--- src/rtl/snoop_bus_arbiter_pkg.sv ---
// snoop_bus_arbiter_pkg: shared types and constants for the snooping bus arbiter.
//   bus_tx_t    : coherence bus transaction kinds
//   bus_msg_t   : {valid, bus_tx, source, addr} message carried on the bus
//   arb_state_t : arbiter transaction phases
package snoop_bus_arbiter_pkg;
  localparam int CPU_COUNT = 2;
  localparam int ADDR_W = 8;
  localparam int SRC_W = $clog2(CPU_COUNT) + 1;
  localparam int ARB_TIMEOUT = 64;
  typedef enum logic [1:0] {Bus_Idle, Bus_Rd, Bus_RdX, Bus_Upgr} bus_tx_t;
  typedef struct packed {
    logic              valid;
    bus_tx_t           bus_tx;
    logic [SRC_W-1:0]  source;
    logic [ADDR_W-1:0] addr;
  } bus_msg_t;
  typedef enum logic [2:0] {ARB_IDLE, ARB_BCAST, ARB_SNOOP, ARB_DATA, ARB_DONE} arb_state_t;
  function automatic int wrap_inc(int v, int n);
    return (v + 1 == n) ? 0 : v + 1;
  endfunction
endpackage

--- src/rtl/snoop_bus_arbiter_rr_arbiter.sv ---
// snoop_bus_arbiter_rr_arbiter: combinational round-robin pick of the first request at or after ptr.
//   req : request vector      ptr : highest-priority index
//   gnt : one-hot winner      idx : winner index      any : some request present
module snoop_bus_arbiter_rr_arbiter #(
  parameter int N = 2,
  parameter int IW = $clog2(N) + 1
) (
  input  logic [N-1:0]  req,
  input  logic [IW-1:0] ptr,
  output logic [N-1:0]  gnt,
  output logic [IW-1:0] idx,
  output logic          any
);
  always_comb begin
    gnt = '0;
    idx = '0;
    any = 1'b0;
    for (int k = 0; k < N; k++)
      if (!any && req[(int'(ptr) + k) % N]) begin
        any = 1'b1;
        idx = IW'((int'(ptr) + k) % N);
        gnt[(int'(ptr) + k) % N] = 1'b1;
      end
  end
endmodule

--- src/rtl/snoop_bus_arbiter.sv ---
// snoop_bus_arbiter: round-robin owner of the single snooping coherence bus, one transaction at a time.
//   req_msg_i    : per-cache request (valid + non-idle tx is eligible)
//   gnt_o        : one-hot grant, BCAST cycle only
//   bus_msg_o    : winner's message with source rewritten, BCAST cycle only
//   snoop_done_i : per-cache snoop-complete pulses     shared_i : line held, qualified by snoop_done_i
//   xfer_done_i  : data delivered (only observed while waiting for data)
//   done_o/done_id_o/shared_o : completion pulse, requester index, shared result
//   busy_o       : transaction in flight               err_o : sticky watchdog expiry
module snoop_bus_arbiter
  import snoop_bus_arbiter_pkg::*;
#(
  parameter int NUM_CPUS = CPU_COUNT,
  parameter int TIMEOUT_CYCLES = ARB_TIMEOUT
) (
  input  logic                      clk,
  input  logic                      rst_n,
  input  bus_msg_t                  req_msg_i [NUM_CPUS],
  output logic [NUM_CPUS-1:0]       gnt_o,
  output bus_msg_t                  bus_msg_o,
  input  logic [NUM_CPUS-1:0]       snoop_done_i,
  input  logic [NUM_CPUS-1:0]       shared_i,
  input  logic                      xfer_done_i,
  output logic                      done_o,
  output logic [$clog2(NUM_CPUS):0] done_id_o,
  output logic                      shared_o,
  output logic                      busy_o,
  output logic                      err_o
);
  localparam int IW = $clog2(NUM_CPUS) + 1;
  localparam int WD_W = TIMEOUT_CYCLES > 1 ? $clog2(TIMEOUT_CYCLES) + 1 : 1;
  arb_state_t state, state_d;
  logic [NUM_CPUS-1:0] elig, arb_gnt, win_oh, ack;
  logic [IW-1:0] arb_idx, winner, rr_ptr;
  logic arb_any, shared_acc, wd_hit, ack_all;
  logic [WD_W-1:0] wd;
  bus_msg_t msg_q, win_msg;
  snoop_bus_arbiter_rr_arbiter #(.N(NUM_CPUS), .IW(IW)) u_rr (
    .req(elig),
    .ptr(rr_ptr),
    .gnt(arb_gnt),
    .idx(arb_idx),
    .any(arb_any)
  );
  always_comb begin
    elig = '0;
    win_msg = '0;
    for (int i = 0; i < NUM_CPUS; i++) begin
      elig[i] = req_msg_i[i].valid && req_msg_i[i].bus_tx != Bus_Idle;
      if (IW'(i) == arb_idx) win_msg = req_msg_i[i];
    end
    win_msg.source = SRC_W'(arb_idx);
  end
  // Same-cycle snoop pulses count toward completion; the winner's own ack is preset in BCAST.
  always_comb begin
    ack_all = &(ack | snoop_done_i);
    wd_hit = TIMEOUT_CYCLES != 0 && int'(wd) + 1 == TIMEOUT_CYCLES;
    state_d = state;
    case (state)
      ARB_IDLE:  state_d = arb_any ? ARB_BCAST : ARB_IDLE;
      ARB_BCAST: state_d = ARB_SNOOP;
      ARB_SNOOP: state_d = wd_hit ? ARB_DONE : !ack_all ? ARB_SNOOP :
                           msg_q.bus_tx == Bus_Upgr ? ARB_DONE : ARB_DATA;
      ARB_DATA:  state_d = (wd_hit || xfer_done_i) ? ARB_DONE : ARB_DATA;
      ARB_DONE:  state_d = ARB_IDLE;
      default:   state_d = ARB_IDLE;
    endcase
    busy_o = state != ARB_IDLE;
    gnt_o = state == ARB_BCAST ? win_oh : '0;
    bus_msg_o = state == ARB_BCAST ? msg_q : '0;
    done_o = state == ARB_DONE;
    done_id_o = done_o ? winner : '0;
    shared_o = done_o && shared_acc;
  end
  always_ff @(posedge clk or negedge rst_n) begin
    if (!rst_n) begin
      state <= ARB_IDLE;
      rr_ptr <= '0;
      winner <= '0;
      win_oh <= '0;
      msg_q <= '0;
      ack <= '0;
      shared_acc <= 1'b0;
      wd <= '0;
      err_o <= 1'b0;
    end else begin
      state <= state_d;
      if (state == ARB_IDLE && arb_any) begin
        winner <= arb_idx;
        win_oh <= arb_gnt;
        msg_q <= win_msg;
      end
      if (state == ARB_BCAST) begin
        ack <= win_oh;
        shared_acc <= 1'b0;
        wd <= '0;
      end
      if (state == ARB_SNOOP) begin
        ack <= ack | snoop_done_i;
        shared_acc <= shared_acc | (|(shared_i & snoop_done_i & ~win_oh));
      end
      if (state == ARB_SNOOP || state == ARB_DATA) begin
        wd <= wd + 1'b1;
        if (wd_hit) err_o <= 1'b1;
      end
      if (state == ARB_DONE) rr_ptr <= IW'(wrap_inc(int'(winner), NUM_CPUS));
    end
  end
endmodule

--- config.mk ---
export PLATFORM = sky130hd
export DESIGN_NAME = snoop_bus_arbiter
export DESIGN_NICKNAME = d
export VERILOG_FILES = /design/src/rtl/snoop_bus_arbiter_pkg.sv /design/src/rtl/snoop_bus_arbiter_rr_arbiter.sv /design/src/rtl/snoop_bus_arbiter.sv
export SDC_FILE = /design/constraint.sdc
export NUM_CORES = 1
export LEC_CHECK = 0
export CORE_AREA = 2 2 77 79
export DETAILED_ROUTE_END_ITERATION = 10
export DIE_AREA = 0 0 79 81
export PLACE_DENSITY = 0.51
export SYNTH_ARGS = -nofsm -noshare
export SYNTH_HDL_FRONTEND = slang
export SYNTH_SLANG_ARGS = --single-unit
--- constraint.sdc ---
create_clock -name clk -period 3.6 [get_ports clk]
set_input_delay 0.54 -clock clk [delete_from_list [all_inputs] [get_ports clk]]
set_output_delay 0.54 -clock clk [all_outputs]
set_load 0.01 [all_outputs]
==> out/results.ini <==
[sta]
fin_skew_ns=0.005501
setup_viol=0
timing.setup.tns_ns=0
rsz0062_at_grt=no
fmax_mhz=389.3
maxSlewViolCount=0
period_share_pct=71.36
hold_violations=0
post-route-min-period_ns=2.569

[clock_network]
clockBufferDepth=2
ctsResizeCount=0
clk_latency_ns=0.28
holdBufCountCts=0
root_buffer=clkbuf_8
cts.clk_slew.worst_paths_ns=0.06
post-cts-setup-buffer-count=0
h-tree-depth=2
cts.sink_count=29
cts-buffers-inserted=5
cts_tree=done

[yosys]
synthAdderAreaFrac_pct=0.7728
synth-simple-area-share_pct=20.02
synth_edf_count=0
muxShareOfSynthArea_pct=6.801
synthCells=168
ys_types=42
netlist_top_cells_area=dfrtp_1 (45%), mux2i_1 (6.8%), and2_1 (5.4%)
synth_largest_area_cell=dfrtp_1
yosysWarnings=0
ys_seq_area_share_pct=44.82
yosys.area_share.xor_xnor_pct=0
synth-compound-area-share_pct=20.71
synth_top_family_by_area=compound AO/OA/AOI/OAI gates
syn_area_per_cell_um2=9.637
synth_top_area_share_pct=44.82
netlist_area_um2=1619
async_flop_share_pct=100.0
synth_ff_type=dfrtp_1
ys_seq_elements=29

[power_and_ir_drop]
ir_worst_vdd_mv=0.2157
p_leak_nw=0.9802
powerDensity_nw_per_um2=691.3
intPower_w=0.0009429
p_sw_share_pct=38.10
pwr-share-comb_pct=45.6
seqPwrFrac_pct=36.8
p_sw_w=0.0005804
p_clk_share_pct=17.6

[layout]
syn2layout_area_growth_pct=36.09
final_cells=288
fill_cells=602
layout.nets=247
drive_above_1_share_pct=9.859
num_antenna_cells=0
fin_util_pct=38.82

[critical_path]
ff2ff_setup_slack_ns=2.02
cpLargestDelayFamily=buffers and inverters
end_kind=output pin
worstReg2RegStart=state[2]
path_class=reg2out
critPathLaunch=state[2]
critPathMaxFanout=15
reg2reg_to=win_oh[0]
required_ns=3.06
cp_cell_sequence=nand2b_1 > nor2_1 > buf_4 > and2_1 > clkdlybuf4s50_1
max_stage_delay_ns=0.54
critPathSlowestCell=clkdlybuf4s50_1
start_kind=flop
rr_worst_depth=4
crit_buf_inv=2
crit_arrival_ns=2.03

[routing]
vias=1324
drt_iter0_markers=109
top_layer=met4
drt-met1-wl_um=1766
drc=0
drt_wl_total_um=3654
first_pass_iters=4
wl_met2_um=1516
wl_met3_um=303
ant_nets=0
routed_via_density=4.597
wl_per_cell_um=12.69

[outcome]
outcome=finished, final reports clean

[job]
cap_violations=0

[floorplanning]
die-area_um2=6399
core_region_area_um2=5675
start_util_pct=28.53
die_y_um=81
core.rowCount=28
fp.dieW_um=79
io_pins=54

[global_route]
grtUsageTotal_pct=12.56
grt_antenna_before_repair=0
grt_pass1_vias=1246
grt_overflow=0
grt_max_degree=30
grt_pass1_wl_um=6127

[min_path]
min_to=err_o
hold_path.class=reg2reg
worstHoldStart=err_o
whs_path_depth=1

[placed_design]
gp_congestion=0.7684
dp_hpwl_um=2616
dp.cells=281
port_buffers=47

per-stage QoR:
step | power [W] | worst slack (ns) | hold slack, ns | cell area [um^2]
6_report | 0.001523 | 1.031 | 0.4579 | 2203
5_1_grt | 0.001665 | 0.8310 | 0.4698 | 2203
4_1_cts | 0.001544 | 0.9961 | 0.4616 | 2203
3_5_place_dp | 0.001272 | 1.255 | 0.4426 | 2117
3_3_place_gp | 0.001263 | 1.256 | 0.4452 | 2117
2_1_floorplan | 0.001060 | 1.778 | 0.2444 | 1623
cells by family after synthesis:
kind of cell	Yosys count
and+or+nand+nor	61
AOI/OAI and AO/OA	48
DFF	29
buffers and inverters	17
muxes	11
adders and majority gates	1
other	1
flip-flops by register name (all words and copies together), names as in the netlist:
signal      cells
state           3
err_o           1
ack             2
shared_acc      1
wd              7
rr_ptr          1
msg_q          12
win_oh          2
how the worst max path moves through the flow:
stage	end	slack (ns)	cells past startpoint
finish	bus_msg_o[1]	1.03	5
global route	bus_msg_o[4]	0.83	5
CTS	bus_msg_o[10]	1.0	5
detailed placement	msg_q[10]	1.25	6
global placement	msg_q[3]	1.26	6
floorplan	bus_msg_o[10]	1.78	5
placed cells by master, fill, tap and decap left out, types with 2 or more instances in the layout:
cell type and count:
clkdlybuf4s50_1 47, dfrtp_1 29, nand2_1 16, and2_1 14, nor2_1 13, o21ai_0 12, mux2i_1 11, o21ai_2 8
clkbuf_8 6, inv_1 4, o22ai_1 4, a21o_1 4, and3_1 3, a21oi_1 3, a22o_1 3, buf_4 3
nand2b_1 2, nand3_1 2, o21bai_1 2, a22oi_1 2, o21ai_1 2, nand4_1 2, a31oi_1 2, conb_1 2
cell type report:
cell class	count	area (um^2)	share of cell area [%]
Clock buffer	7	86.33	3.918
Inverter	4	15.01	0.6814
Timing Repair Buffer	50	493.0	22.37
Sequential cell	29	725.7	32.94
Tap cell	75	93.84	4.259
Multi-Input combinational cell	123	789.5	35.83
Yosys cell counts (2+ instances only):
cell       n
dfrtp_1   29
nand2_1   16
and2_1    14
nor2_1    13
o21ai_0   12
mux2i_1   11
o21ai_2    8
clkbuf_1   6
a21o_1     4
inv_1      4
o22ai_1    4
a21oi_1    3
a22o_1     3
and3_1     3
buf_4      3
a22oi_1    2
a31oi_1    2
buf_6      2
nand2b_1   2
nand3_1    2
nand4_1    2
o21ai_1    2
o21bai_1   2
layer usage:
layer  vias up  global-route usage [%]
met2        50                   18.05
li1        671                       -
met5         -                       0
met1       597                   16.68
met3         6                   5.333
met4         0                   5.000
power groups by stage:
stage / registers (W) / clock network (W) / logic [W]
6_report: 0.000561 / 0.000268 / 0.000694
5_1_grt: 0.000582 / 0.000292 / 0.000791
4_1_cts: 0.000559 / 0.000277 / 0.000708
3_5_place_dp: 0.000565 / 0 / 0.000707
3_3_place_gp: 0.000564 / 0 / 0.000699
2_1_floorplan: 0.000518 / 0 / 0.000541
No activity file was read; power rests on OpenSTA's default activity.
